File: src/rtl/adder_vector_driver.sv
// Operand generator and result checker for a clocked adder.
// Drives a fixed-then-LFSR vector set, waits LATENCY edges, and compares {carry,sum}.
module adder_vector_driver #(
  parameter int unsigned WIDTH       = 32,
  parameter int unsigned LATENCY     = 1,
  parameter int unsigned NUM_VECTORS = 16,
  parameter logic [31:0] SEED        = 32'h1ACE_B00C
) (
  input  logic             clock,
  input  logic             reset_n,
  input  logic             start,
  output logic [WIDTH-1:0] a,
  output logic [WIDTH-1:0] b,
  output logic             cin,
  input  logic [WIDTH-1:0] sum,
  input  logic             carry,
  output logic             busy,
  output logic             done,
  output logic             pass,
  output logic [7:0]       err_count,
  output logic [7:0]       first_fail,
  output logic [7:0]       vec_count
);

  localparam int unsigned EXP_W    = WIDTH + 1;
  localparam logic [2:0]  LAT      = 3'(LATENCY);
  localparam logic [7:0]  LAST_IDX = 8'(NUM_VECTORS - 1);
  localparam logic [31:0] TAPS     = 32'h8020_0003;
  localparam logic [31:0] SEED_EFF = (SEED == 32'd0) ? 32'd1 : SEED;
  localparam logic [7:0]  NO_FAIL  = 8'hFF;

  localparam logic [1:0] IDLE  = 2'd0;
  localparam logic [1:0] DRIVE = 2'd1;
  localparam logic [1:0] DONE  = 2'd2;

  logic [1:0]       r_state;
  logic [1:0]       w_state_nxt;
  logic [WIDTH-1:0] r_a;
  logic [WIDTH-1:0] r_b;
  logic             r_cin;
  logic [EXP_W-1:0] r_exp;
  logic [31:0]      r_lfsr;
  logic [2:0]       r_wait;
  logic [7:0]       r_idx;
  logic             r_busy;
  logic             r_done;
  logic             r_pass;
  logic [7:0]       r_err;
  logic [7:0]       r_ff;
  logic [7:0]       r_vec;

  logic             w_first;
  logic             w_load;
  logic             w_cmp;
  logic             w_finish;
  logic [7:0]       w_idx_nxt;
  logic [31:0]      w_l1;
  logic [31:0]      w_l2;
  logic [WIDTH-1:0] w_va;
  logic [WIDTH-1:0] w_vb;
  logic             w_vcin;
  logic [EXP_W-1:0] w_exp_nxt;
  logic             w_mismatch;
  logic [7:0]       w_err_nxt;

  // One step of the right-shifting Galois LFSR.
  function automatic logic [31:0] lfsr_step(input logic [31:0] s);
    lfsr_step = s[0] ? ((s >> 1) ^ TAPS) : (s >> 1);
  endfunction

  always_ff @(posedge clock or negedge reset_n) begin
    if (!reset_n) r_state <= IDLE;
    else          r_state <= w_state_nxt;
  end

  // Next-state and sequencing strobes.
  always_comb begin
    w_state_nxt = r_state;
    w_first     = 1'b0;
    w_load      = 1'b0;
    w_cmp       = 1'b0;
    w_finish    = 1'b0;
    case (r_state)
      IDLE, DONE: begin
        if (start) begin
          w_first     = 1'b1;
          w_load      = 1'b1;
          w_state_nxt = DRIVE;
        end
      end
      DRIVE: begin
        if (r_wait == LAT) begin
          w_cmp = 1'b1;
          if (r_idx == LAST_IDX) begin
            w_finish    = 1'b1;
            w_state_nxt = DONE;
          end else begin
            w_load = 1'b1;
          end
        end
      end
      default: w_state_nxt = IDLE;
    endcase
  end

  assign w_idx_nxt = w_first ? 8'd0 : (r_idx + 8'd1);
  assign w_l1      = lfsr_step(r_lfsr);
  assign w_l2      = lfsr_step(w_l1);

  // Vector 0 exercises a full carry chain, vector 1 is a fixed small sum, the rest come from the LFSR.
  always_comb begin
    w_va   = '0;
    w_vb   = '0;
    w_vcin = 1'b0;
    case (w_idx_nxt)
      8'd0: begin
        w_va   = '1;
        w_vb   = '0;
        w_vcin = 1'b1;
      end
      8'd1: begin
        w_va   = WIDTH'(32'd500);
        w_vb   = WIDTH'(32'd600);
        w_vcin = 1'b0;
      end
      default: begin
        w_va   = WIDTH'(w_l1);
        w_vb   = WIDTH'(w_l2);
        w_vcin = w_l1[31] ^ w_l2[0];
      end
    endcase
  end

  assign w_exp_nxt  = EXP_W'(w_va) + EXP_W'(w_vb) + EXP_W'(w_vcin);
  assign w_mismatch = ({carry, sum} != r_exp);
  assign w_err_nxt  = (w_mismatch && (r_err != 8'hFF)) ? (r_err + 8'd1) : r_err;

  always_ff @(posedge clock or negedge reset_n) begin
    if (!reset_n) begin
      r_a    <= '0;
      r_b    <= '0;
      r_cin  <= 1'b0;
      r_exp  <= '0;
      r_lfsr <= SEED_EFF;
      r_wait <= 3'd0;
      r_idx  <= 8'd0;
      r_busy <= 1'b0;
      r_done <= 1'b0;
      r_pass <= 1'b0;
      r_err  <= 8'd0;
      r_ff   <= NO_FAIL;
      r_vec  <= 8'd0;
    end else begin
      if (w_load) begin
        r_a    <= w_va;
        r_b    <= w_vb;
        r_cin  <= w_vcin;
        r_exp  <= w_exp_nxt;
        r_idx  <= w_idx_nxt;
        r_wait <= 3'd0;
        if (w_first)
          r_lfsr <= SEED_EFF;
        else if (w_idx_nxt >= 8'd2)
          r_lfsr <= w_l2;
      end else if ((r_state == DRIVE) && !w_cmp) begin
        r_wait <= r_wait + 3'd1;
      end

      if (w_first) begin
        r_err  <= 8'd0;
        r_ff   <= NO_FAIL;
        r_vec  <= 8'd0;
        r_busy <= 1'b1;
        r_done <= 1'b0;
        r_pass <= 1'b0;
      end else if (w_cmp) begin
        r_vec <= r_vec + 8'd1;
        r_err <= w_err_nxt;
        if (w_mismatch && (r_ff == NO_FAIL))
          r_ff <= r_idx;
        if (w_finish) begin
          r_busy <= 1'b0;
          r_done <= 1'b1;
          r_pass <= (w_err_nxt == 8'd0);
        end
      end
    end
  end

  assign a          = r_a;
  assign b          = r_b;
  assign cin        = r_cin;
  assign busy       = r_busy;
  assign done       = r_done;
  assign pass       = r_pass;
  assign err_count  = r_err;
  assign first_fail = r_ff;
  assign vec_count  = r_vec;

endmodule

File: config.mk
export PLATFORM = sky130hd
export DESIGN_NAME = adder_vector_driver
export DESIGN_NICKNAME = d
export VERILOG_FILES = /design/src/rtl/adder_vector_driver.sv
export SDC_FILE = /design/constraint.sdc
export NUM_CORES = 1
export LEC_CHECK = 0
export ABC_AREA = 1
export CELL_PAD_IN_SITES_DETAIL_PLACEMENT = 1
export CELL_PAD_IN_SITES_GLOBAL_PLACEMENT = 1
export CORE_MARGIN = 1.5
export CORE_UTILIZATION = 44
export CTS_CLUSTER_SIZE = 12
export DETAILED_ROUTE_END_ITERATION = 12
export PLACE_DENSITY = 0.83
export RECOVER_POWER = 25
export SYNTH_ARGS = -nofsm -noshare
export SYNTH_HDL_FRONTEND = slang
export SYNTH_SLANG_ARGS = --single-unit
File: constraint.sdc
create_clock -name clock -period 10.4 [get_ports clock]
set_clock_uncertainty 0.15 [all_clocks]
set_input_delay 2.08 -clock clock [delete_from_list [all_inputs] [get_ports clock]]
set_output_delay 2.08 -clock clock [all_outputs]
set_load 0.005 [all_outputs]
==> load_flow_metrics.sql <==
INSERT INTO impl_metrics (metric_group, metric, value, unit) VALUES
('clocking', 'clk_root_buffer_cell', 'sky130_fd_sc_hd__clkbuf_16', ''),
('finish', 'area_growth', '20.59', '%'),
('logic_synthesis', 'synth.top_cells.by_count', '449 x sky130_fd_sc_hd__nand2_1, 149 x sky130_fd_sc_hd__dfrtp_1, 110 x sky130_fd_sc_hd__inv_1', ''),
('routing', 'post_drt_wl_per_cell', '17.54', 'um'),
('flow_run', 'max_cap_violations', '3', ''),
('clocking', 'cts_buffers', '17', ''),
('status', 'violated_checks', 'capacitance limit, slew limit', ''),
('logic_synthesis', 'synth-edff-count', '0', ''),
('grt', 'groute.usage.overall', '26.77', '%'),
('routing', 'detailroute.via_count', '8867', ''),
('finish', 'fin_util', '53.76', '%'),
('routing', 'route.final.wire_length', '29340', 'um'),
('grt', 'grt-ovfl-total', '0', ''),
('logic_synthesis', 'synth.largest_area_cell', 'sky130_fd_sc_hd__dfrtp_1', ''),
('logic_synthesis', 'avgSynthCellArea', '7.649', 'um2'),
('logic_synthesis', 'synth_cell_type_count', '48', ''),
('clocking', 'cts_setup_buffers', '0', ''),
('logic_synthesis', 'async_flop_share', '100.0', '%'),
('logic_synthesis', 'yosysWarnings', '0', ''),
('sta', 'setup-tns-final', '0', 'ns'),
('finish', 'antenna_cells_inserted', '0', ''),
('setup_path', 'cp_max_fo', '65', ''),
('clocking', 'cts_resized', '0', ''),
('logic_synthesis', 'synth_largest_type_area_fraction', '38.44', '%'),
('worst_hold_path', 'worst_hold_path_type', 'reg -> reg', ''),
('die', 'dieWidth', '151.5', 'um'),
('routing', 'drcViolationCount', '0', ''),
('setup_path', 'endpoint_kind', 'asynchronous set/reset pin', ''),
('routing', 'postRouteAntennaNets', '0', ''),
('logic_synthesis', 'post_synth_instance_area', '9699', 'um2'),
('logic_synthesis', 'netlist_top_cells_area', 'sky130_fd_sc_hd__dfrtp_1 38%, sky130_fd_sc_hd__nand2_1 17%, sky130_fd_sc_hd__dfstp_2 5.7%', ''),
('grt', 'grt_first_pass_wirelength', '47270', 'um'),
('die', 'placeableCoreArea', '21760', 'um2'),
('sta', 'rsz0062_at_grt', 'no', ''),
('finish', 'final_layout_size_suffix_gt1_share', '7.753', '%'),
('setup_path', 'cell_type_group_with_the_largest_total_delay_on_the_critical_path', 'buffers and inverters', ''),
('setup_path', 'max_stage_delay_on_crit_path', '2.60', 'ns'),
('clocking', 'clkSlewWorstSetupHoldPaths', '0.07', 'ns'),
('logic_synthesis', 'netlist_instances', '1268', ''),
('clocking', 'tritoncts', 'built', ''),
('setup_path', 'start_kind', 'primary input', ''),
('logic_synthesis', 'synth-seq-area-share', '44.13', '%'),
('die', 'initial_utilization', '44.58', '%'),
('setup_path', 'path_class', 'in -> async', ''),
('setup_path', 'timing.critical_path.mode_cell', 'sky130_fd_sc_hd__clkbuf_1', ''),
('logic_synthesis', 'synth_most_common_cell', 'sky130_fd_sc_hd__nand2_1', ''),
('status', 'status', 'finished, violations left', ''),
('sta', 'worst_slew_margin_rel', '-132.9', '%'),
('clocking', 'cts_sinks', '170', ''),
('setup_path', 'critical_path_arrival', '6.88', 'ns'),
('sta', 'final.min_clock_period', '7.266', 'ns'),
('sta', 'final-max-slew-violation-count', '175', ''),
('setup_path', 'critical_path_buf_inv_count', '2', ''),
('setup_path', 'worstPathRequired', '10.01', 'ns'),
('placement', 'place.gp.congestion', '0.9028', ''),
('setup_path', 'worstPathCellList', 'clkbuf_1 > clkbuf_1', ''),
('sta', 'hold_violations', '0', ''),
('sta', 'fmax', '137.6', 'MHz'),
('die', 'pin_count', '128', ''),
('grt', 'grt_pass1_vias', '9173', ''),
('sta', 'worst_slew_pin_slew', '3.493', 'ns'),
('clocking', 'postCtsHoldBufs', '0', ''),
('sta', 'ratio_of_final_minimum_period_to_clock_period', '69.86', '%'),
('setup_path', 'cpMaxStageDelayCell', 'sky130_fd_sc_hd__clkbuf_1', ''),
('placement', 'io_buffers', '127', ''),
('die', 'core.rowCount', '54', ''),
('grt', 'number_of_antenna_violations_at_the_first_check_in_global_routing', '0', ''),
('placement', 'placement.cell_area', '11140', 'um2'),
('clocking', 'clk_latency', '0.45', 'ns'),
('routing', 'drt-vias-per-instance', '5.300', ''),
('sta', 'final-setup-viol-count', '0', '');
==> final timing paths <==
| check | startpoint | to | slack [ns] | depth (start not counted) |
|---|---|---|---|---|
| max in group clock | start | r_exp[22]$_DFFE_PN0P_ | 3.70 | 26 |
| min reg2reg | busy$_DFFE_PN0P_ | busy$_DFFE_PN0P_ | 0.32 | 2 |
| max reg2reg | r_state[0]$_DFFE_PN0P_ | r_exp[22]$_DFFE_PN0P_ | 5.48 | 24 |
| max | reset_n | r_exp[25]$_DFFE_PN0P_ | 3.13 | 2 |
| min in group asynchronous | reset_n | err_count[2]$_DFFE_PN0P_ | 2.46 | 1 |
| min | busy$_DFFE_PN0P_ | busy$_DFFE_PN0P_ | 0.32 | 2 |
==> state kept, by name, indices dropped and copies added, names as in the netlist <==
signal	flops
r_exp	33
a	32
b	32
r_lfsr	32
err_count	8
first_fail	8
r_idx	8
vec_count	8
r_wait	3
r_state	2
busy	1
cin	1
done	1
pass	1
==> cell families after synthesis <==
logic type | after synthesis | synth area share [%]
buffers and inverters | 155 | 6.760
AOI/OAI and AO/OA | 180 | 10.13
DFF | 170 | 44.13
adders and majority gates | 38 | 5.057
xor gates and xnor gates | 51 | 4.605
and+or+nand+nor | 674 | 29.32
==> tightest hold or removal path, cell delays in order (launching register included) <==
cell and delay (ns):
sky130_fd_sc_hd__dfrtp_1 0.34, sky130_fd_sc_hd__nand2_1 0.05, sky130_fd_sc_hd__nand2_1 0.05
==> routing by layer <==
layer	track usage, %	wire length (um)
met5	0	0
met4	10.15	812
met3	3.144	955
met2	44.89	14290
met1	35.52	13280
==> through the flow <==
step | hold WS, ns | setup WS [ns] | std cells
floorplan | 0.2991 | 5.100 | 1268
global placement | 0.3137 | 3.552 | 1641
detailed placement | 0.3104 | 3.431 | 1641
CTS | 0.3273 | 3.759 | 1673
global route | 0.3582 | 2.048 | 1673
finish | 0.3246 | 3.134 | 1673
==> layout make-up <==
cell class              count  area (um2)
clock inverters            13       133.9
inverters                 116       435.4
flip-flops and latches    170        4280
well taps                 280       350.3
fillers                  2718       10060
repair buffers            132        1295
clock buffers              19       432.9
multi-input cells         943        4768
==> cells in the final DEF (no fill, tap or decap), types with 3 or more instances in the layout <==
cell	Yosys	routed
sky130_fd_sc_hd__o21ai_1	11	11
sky130_fd_sc_hd__ha_1	36	36
sky130_fd_sc_hd__o21a_1	3	3
sky130_fd_sc_hd__o22ai_1	8	8
sky130_fd_sc_hd__nor2_1	86	86
sky130_fd_sc_hd__a31oi_1	10	10
sky130_fd_sc_hd__nand4_1	9	9
sky130_fd_sc_hd__nor2_4	3	3
sky130_fd_sc_hd__inv_2	6	6
sky130_fd_sc_hd__nor3_1	17	17
sky130_fd_sc_hd__dfstp_2	21	21
sky130_fd_sc_hd__a21o_1	3	3
sky130_fd_sc_hd__nand3b_1	8	8
sky130_fd_sc_hd__dfrtp_1	149	149
sky130_fd_sc_hd__nand3_1	56	56
sky130_fd_sc_hd__clkbuf_1	16	5
sky130_fd_sc_hd__nor2_2	7	7
sky130_fd_sc_hd__inv_6	0	4
sky130_fd_sc_hd__buf_4	4	3
sky130_fd_sc_hd__o21ai_0	77	77
sky130_fd_sc_hd__inv_1	110	110
sky130_fd_sc_hd__clkbuf_16	0	17
sky130_fd_sc_hd__nand2_1	449	449
sky130_fd_sc_hd__xnor2_1	31	31
sky130_fd_sc_hd__clkdlybuf4s50_1	0	125
sky130_fd_sc_hd__a21oi_1	56	56
sky130_fd_sc_hd__xor2_1	20	20
sky130_fd_sc_hd__o21bai_1	3	3
sky130_fd_sc_hd__clkinv_4	0	3
sky130_fd_sc_hd__nand2_2	23	22
sky130_fd_sc_hd__or2_2	7	7
Power is left out: the tool's default activity adds up to more than one toggle a clock period on the data nets, which glitch-free logic cannot reach.
==> patch, RTL diff (same flow settings) <==
One comparison of `r_idx` changes from == to >=.
--- a/src/rtl/adder_vector_driver.sv
+++ b/src/rtl/adder_vector_driver.sv
@@ -93,3 +93,3 @@
           w_cmp = 1'b1;
-          if (r_idx == LAST_IDX) begin
+          if (r_idx >= LAST_IDX) begin
             w_finish    = 1'b1;
Formal check against the unedited RTL: same outputs for any inputs over 10 cycles, from zero or initial values and one cycle with reset_n low; that may be too few to reach the edited logic, so the function may still have changed.
==> patch against the unedited design <==
  * The flow still finishes with violations (capacitance limit, slew limit)
  * Setup slack worse by 0.85 ns
  * Global-route usage about the same
  * Largest cell class unchanged
  * Routed wire length down 0.97%
  * Sequential cell count unchanged
  * Design area down 1.1%
  * Synthesized area down 1.4%
Power is left out: the tool's default activity adds up to more than one toggle a clock period on the data nets, which glitch-free logic cannot reach.
==> patch: results (changes against the unedited design) <==
set qor(hold_start) {b[4]} ;# was busy
set qor(weighted_congestion_reported_at_the_end_of_routability_driven_placement) 0.924 ;# was 0.903
set qor(share_of_cell_area_taken_by_multi_input_logic_gates_pct) 40.4 ;# was 40.8%
set qor(yosysSeqAreaShare_pct) 44.7 ;# was 44.1%
set qor(synth_xor_area_share_pct) 5.13 ;# was 4.61%
set qor(detailed_route_wl_um) 29100 ;# was 29300 um
set qor(synth_compound_gate_area_share_pct) 14.1 ;# was 10.1%
set qor(vias_in_the_first_global_route) 8946 ;# was 9173
set qor(drt-initial-drc-count) 561 ;# was 456
set qor(max_cap_viol_count) 3 ;# unchanged
set qor(critPathMaxFanout) 46 ;# was 65
set qor(outcome) {complete, but fails checks} ;# unchanged
set qor(nMultiInputCombCells) 892 ;# was 943
set qor(worst_slew_pin_tran_ns) 3.68 ;# was 3.49 ns
set qor(grt_start_max_net_pins) 115 ;# was 87
set qor(violations) {capacitance limit, slew limit} ;# unchanged
set qor(combined_global_route_utilization_of_all_metal_layers_pct) 26.7 ;# was 26.8%
set qor(worst_setup_path_startpoint) {start} ;# was reset_n
set qor(avgViaCountPerCell) 5.47 ;# was 5.30
set qor(crit_path_max_incr_delay_ns) 1.19 ;# was 2.60 ns
set qor(final.signal_inverter_count) 103 ;# was 116
set qor(grt_antenna_before_repair) 1 ;# was 0
set qor(synthDistinctLibCells) 46 ;# was 48
set qor(detailed_place_hpwl_um) 21500 ;# was 21900 um
set qor(seq_cells) 170 ;# unchanged
set qor(yosys-top-cells-count) {343 x nand2_1, 149 x dfrtp_1, 112 x nor2_1, 100 x inv_1, 98 x o21ai_0} ;# was 449 x nand2_1, 149 x dfrtp_1, 110 x inv_1, 86 x nor2_1, 77 x o21ai_0
set qor(netlist.area_leader.share_pct) 39.0 ;# was 38.4%
set qor(final_max_slew_viol_count) 154 ;# was 175
set qor(nClkBuffers) 21 ;# was 19
-- patch: cell types whose count changed after synthesis, moves of 5 or more --
cell / unedited run / this run
a21oi_2: 1 / 6
nand2_2: 23 / 1
inv_1: 110 / 100
nor2_2: 7 / 2
a31oi_1: 10 / 36
clkbuf_1: 16 / 24
nor2_1: 86 / 112
o31ai_1: 0 / 10
nand3_1: 56 / 48
buf_6: 6 / 1
nand2_1: 449 / 343
a21oi_1: 56 / 50
o21ai_0: 77 / 98
-- patch: worst max-delay path: cells and delay by family --
kind	cells	cell delay, ns
AND/OR/NAND/NOR	17	2.45
adder cells (fa/ha/maj)	2	0.64
buffers and inverters	6	2.84
AO/OA/AOI/OAI	1	0.21
-- patch: through the flow --
step / cells / hold slack [ns] / util (%) / setup slack [ns] / cell area, um^2
6_report: 1604 / 0.328 / 54.7 / 2.28 / 11600
5_1_grt: 1604 / 0.360 / 54.7 / 1.76 / 11600
4_1_cts: 1604 / 0.336 / 54.8 / 3.60 / 11600
3_5_place_dp: 1572 / 0.318 / 52.0 / 3.26 / 11000
3_3_place_gp: 1572 / 0.315 / 52.0 / 3.43 / 11000
2_1_floorplan: 1212 / 0.302 / - / 5.35 / 9570
-- patch: path summary, 6_finish.rpt --
kind	end	cells after the start	slack, ns
worst max-delay path	r_exp[22]	26	2.28
worst min-delay path	b[4]	2	0.33
worst max register to register	r_exp[22]	24	4.02
worst min register to register	b[4]	2	0.33
max in group asynchronous	r_lfsr[20]	3	2.84
min in group asynchronous	err_count[4]	1	2.46
-- patch: metal layers --
metal / vias up / routed length [um] / share of wire [%] / GRT usage [%]
met1: 4347 / 13200 / 45 / 35.3
li1: 4182 / - / - / -
met4: 0 / 565 / 1.9 / 7.99
met2: 205 / 14200 / 49 / 45.2
met5: - / 0 / 0 / 0
met3: 42 / 1080 / 3.7 / 4.33
